==> config.mk <==
export PLATFORM = sky130hd
export DESIGN_NAME = if_fetch_unit
export DESIGN_NICKNAME = d
export VERILOG_FILES = /design/src/rtl/if_fetch_unit_pkg.sv /design/src/rtl/if_fetch_unit.sv
export SDC_FILE = /design/constraint.sdc
export NUM_CORES = 1
export LEC_CHECK = 0
export ABC_AREA = 1
export ABC_CLOCK_PERIOD_IN_PS = 2200
export BUFFER_PORTS_ARGS = -buffer_cell sky130_fd_sc_hd__buf_2
export CORE_ASPECT_RATIO = 0.8
export CORE_MARGIN = 5
export CORE_UTILIZATION = 55
export CTS_BUF_LIST = sky130_fd_sc_hd__clkbuf_8
export DETAILED_ROUTE_END_ITERATION = 10
export PLACE_DENSITY_LB_ADDON = 0.05
export SLEW_MARGIN = 10
export SYNTH_ARGS = -nofsm -noshare
export SYNTH_HDL_FRONTEND = slang
export SYNTH_SLANG_ARGS = --single-unit
==> constraint.sdc <==
create_clock -name clk -period 2.2 [get_ports clk]
set_input_delay 0.22 -clock clk [delete_from_list [all_inputs] [get_ports clk]]
set_output_delay 0.22 -clock clk [all_outputs]
set_load 0.1 [all_outputs]
==> src/rtl/if_fetch_unit_pkg.sv <==
// rtl/if_fetch_unit_pkg.sv - shared fetch-stage types and constants
package if_fetch_unit_pkg;

    localparam int PC_W    = 16;
    localparam int INSTR_W = 16;

    localparam logic [PC_W-1:0]    RESET_PC = 16'h0000;
    localparam logic [PC_W-1:0]    PC_INC   = 16'h0002;
    localparam logic [INSTR_W-1:0] NOP      = 16'h0000;

    typedef enum logic [1:0] {
        FS_IDLE,
        FS_WAIT,
        FS_DROP
    } fetch_state_e;

endpackage

==> src/rtl/if_fetch_unit.sv <==
// rtl/if_fetch_unit.sv - single-outstanding instruction fetch with 1-entry output buffer
module if_fetch_unit #(
    parameter int                  PC_W     = if_fetch_unit_pkg::PC_W,
    parameter int                  INSTR_W  = if_fetch_unit_pkg::INSTR_W,
    parameter logic [PC_W-1:0]     RESET_PC = if_fetch_unit_pkg::RESET_PC,
    parameter logic [PC_W-1:0]     PC_INC   = if_fetch_unit_pkg::PC_INC
) (
    input  logic                   clk,
    input  logic                   reset,
    input  logic                   stall,
    input  logic                   redirect,
    input  logic [PC_W-1:0]        redirect_pc,
    output logic                   im_req,
    output logic [PC_W-1:0]        im_addr,
    input  logic                   im_gnt,
    input  logic                   im_rvalid,
    input  logic [INSTR_W-1:0]     im_rdata,
    output logic [INSTR_W-1:0]     instr_out,
    output logic [PC_W-1:0]        next_pc,
    output logic                   instr_valid,
    output logic [PC_W-1:0]        fetch_pc
);
    import if_fetch_unit_pkg::*;

    fetch_state_e           state_q, state_d;
    logic [PC_W-1:0]        pc_q, pc_d;
    logic [PC_W-1:0]        pend_q, pend_d;
    logic [PC_W-1:0]        npc_q, npc_d;
    logic [INSTR_W-1:0]     instr_q, instr_d;
    logic                   valid_q, valid_d;
    logic                   consume;
    logic                   can_issue;
    logic                   issue;

    assign consume   = valid_q & ~stall;
    assign can_issue = ~valid_q | consume;
    // A new fetch only starts when the buffer will have room for its response.
    assign im_req    = (state_q == FS_IDLE) & can_issue & ~redirect & reset;
    assign issue     = im_req & im_gnt;

    always_comb begin
        state_d = state_q;
        pc_d    = pc_q;
        pend_d  = pend_q;
        npc_d   = npc_q;
        instr_d = instr_q;
        valid_d = valid_q;

        if (consume) begin
            valid_d = 1'b0;
        end
        if (redirect) begin
            pc_d    = redirect_pc;
            valid_d = 1'b0;
        end

        case (state_q)
            FS_IDLE: begin
                if (issue) begin
                    pc_d    = pc_q + PC_INC;
                    pend_d  = pc_q + PC_INC;
                    state_d = FS_WAIT;
                end
            end
            FS_WAIT: begin
                if (im_rvalid) begin
                    state_d = FS_IDLE;
                    if (!redirect) begin
                        instr_d = im_rdata;
                        npc_d   = pend_q;
                        valid_d = 1'b1;
                    end
                end else if (redirect) begin
                    state_d = FS_DROP;
                end
            end
            FS_DROP: begin
                if (im_rvalid) begin
                    state_d = FS_IDLE;
                end
            end
            default: state_d = FS_IDLE;
        endcase
    end

    always_ff @(posedge clk) begin
        if (!reset) begin
            state_q <= FS_IDLE;
            pc_q    <= RESET_PC;
            pend_q  <= '0;
            npc_q   <= '0;
            instr_q <= '0;
            valid_q <= 1'b0;
        end else begin
            state_q <= state_d;
            pc_q    <= pc_d;
            pend_q  <= pend_d;
            npc_q   <= npc_d;
            instr_q <= instr_d;
            valid_q <= valid_d;
        end
    end

    assign im_addr     = pc_q;
    assign fetch_pc    = pc_q;
    assign instr_out   = instr_q;
    assign next_pc     = npc_q;
    assign instr_valid = valid_q;

endmodule

==> reports/summary.txt <==
Die Wd = 91.1 um
Rel. slew slack = 67.4%
Hold_sp = redirect_pc[0]
Post-synthesis instance total = 402
Internal reg-to-reg setup slack = 590 ps
Worst setup EP type = output port
Crit share post-route = 74.8%
Post-synthesis sequential area ratio = 46.3%
Total of max-cap violations = 0
Most common cell after layout, fill and taps aside = buf_2
Met3 wire len = 738 um
Vias = 2751
Starting density of the core = 57.1%
Startpoint Class = register
Final core utilization = 70.2%
CTS tree = yes
Synth Area per Inst = 7.20 um2
Highest Signal Layer = met4
Top Ports = 104
Grt ovf = 0
Final wirelength = 7.08 mm
Drc violations = 0
Post CTS Setup Buffer Count = 0
Clock transition at path regs = 80 ps
Run status = complete, no violations
CP Data Required Time = 1980 ps
Antenna-violating nets left = 0
Vias in the first global route = 2454
Final worst clock skew = 6.85 ps
Vias per cell = 4.96
Pwr Total = 3.03 mW
Setup TNS = 0 ps
GPL Wtd Cong = 0.868
Hold depth = 3
WHS Endpoint = fetch_pc[0]
Initial DRC count = 145
Port buffer count = 103
Tightest Pin Transition = 488 ps
Largest net degree at the start of global routing = 34
DR WL/cell = 12.8 um
End of the worst register-to-register path = fetch_pc[15]
Area of the mapped netlist = 2890 um2
CTS Sinks = 67
Leak Pwr = 1.69 nW
Gr usage total = 21.3%
Final net count = 527
Max-slew violation count = 0
Clk Latency, worst-skew pair = 340 ps
Initial antenna violation count = 0
HPWL after DPL = 5.04 mm
Distinct cells, synth = 22
Routed wl met2 = 3.02 mm
Core area = 5060 um2
Power Dens Cells = 854 nW/um2
H-tree depth = 3
CP Cell Sequence = nand2_1 > nand3_1 > nor2_4 > buf_2
Yosys warns = 0
Worst setup path category = register to output port
Final setup viols = 0
Inserted Diodes = 0
Post-CTS resize count = 0
Max Clk Rate = 608 MHz
CTS Root Cell = clkbuf_8
Area Growth Syn to Fin = 22.8%
Global-route wire length before repair = 11.6 mm
Max VDD drop = 0.491 mV
Worst EP arrival = 1430 ps
Synth top area share = 46.3%
Max FO, Critical Path = 2
Slowest stage cell, crit path = buf_2
Dpl ws = 680 ps
Drt pass-1 iters = 5
Worst r2r src = fetch_pc[2]
Most frequent cells in the layout = buf_2, nand2_1, nor2_1
Hold Fails Final Rpt = 0
Layout cell share with drive strength beyond 1 = 27.0%
Post-layout min period = 1650 ps
Hold_ws = 111 ps
Top cells by area, synth = dfxtp_1, nand2_1, nor2_1
Cts hold-fix bufs = 0
M1 wire length = 3.30 mm
RSZ-0062 raised after global routing = false
R2R cell count = 7
Chip height = 74.9 um
Final WS setup = 554 ps
Min-Delay Path Class = primary input to register
Site Rows = 23
Max incr delay on CP = 440 ps
Cts bufs inserted = 9
Cell taking the most area after synthesis = dfxtp_1
Maximum clock path buffer count = 2
Die area = 6820 um2
Mapped Nets = 441
#FFs+latches synth = 67
## how the worst max path moves through the flow
| stage | from | to | slack (ps) | cells past startpoint |
|---|---|---|---|---|
| final | instr_valid | im_req | 550 | 4 |
| after global routing | fetch_pc[2] | fetch_pc[15] | 360 | 7 |
| after CTS | instr_valid | im_req | 530 | 4 |
| after detailed placement | fetch_pc[2] | pend_q[15] | 680 | 7 |
| after global placement | fetch_pc[2] | fetch_pc[15] | 730 | 7 |
| after floorplan | fetch_pc[2] | fetch_pc[11] | 60 | 6 |
## power by group
group          internal, mW  switching (mW)
logic                 0.103           0.461
registers              1.25          0.0355
clock network         0.704           0.484
total                  2.05           0.980
## cells in the mapped netlist
master	instances
nand2_1	91
nor2_1	77
dfxtp_1	67
o21ai_0	43
a21oi_1	34
buf_4	19
inv_1	19
nand3_1	17
clkbuf_1	11
nand4_1	5
xor2_1	4
buf_2	3
buf_6	2
nand2_4	2
clkinv_4	1
ha_1	1
inv_4	1
nand3_2	1
nand3b_1	1
nor2_4	1
o211ai_1	1
or2_2	1
## critical path, delay by kind of cell (launching register included)
| family | cells | cell delay [ps] |
|---|---|---|
| flip-flops | 1 | 310 |
| buffers and inverters | 1 | 440 |
| AND/OR/NAND/NOR | 3 | 330 |
## flip-flops by register name, indices dropped and copies added (netlist names)
register / cells
state_q: 2
fetch_pc: 16
pend_q: 16
instr_valid: 1
next_pc: 16
instr_out: 16
## layer usage
metal	global-route usage [%]	vias to the layer above
met5	0	-
met4	5.86	0
li1	-	1445
met2	31.4	118
met3	6.59	5
met1	30.5	1183
## metrics by stage
stage	instance area, um2	cells
6_report	3550	555
5_1_grt	3550	555
4_1_cts	3550	555
3_5_place_dp	3320	539
3_3_place_gp	3320	539
2_1_floorplan	2890	402
## cell families after synthesis
group | synth area share (%)
AND/OR/NAND/NOR | 27.8
AO/OA/AOI/OAI | 13.6
flip-flops | 46.3
buffers and inverters | 10.6
XOR/XNOR | 1.21
adder cells (fa/ha/maj) | 0.432
## cell type report
cell class,count,area (um2)
clock buffer,11,151
clock inverter,5,83.8
fill,469,1510
inverter,21,86.3
multi-input combinational,279,1240
sequential,67,1340
tap,62,77.6
timing repair buffer,110,568
Power figures use the tool's default switching activity.
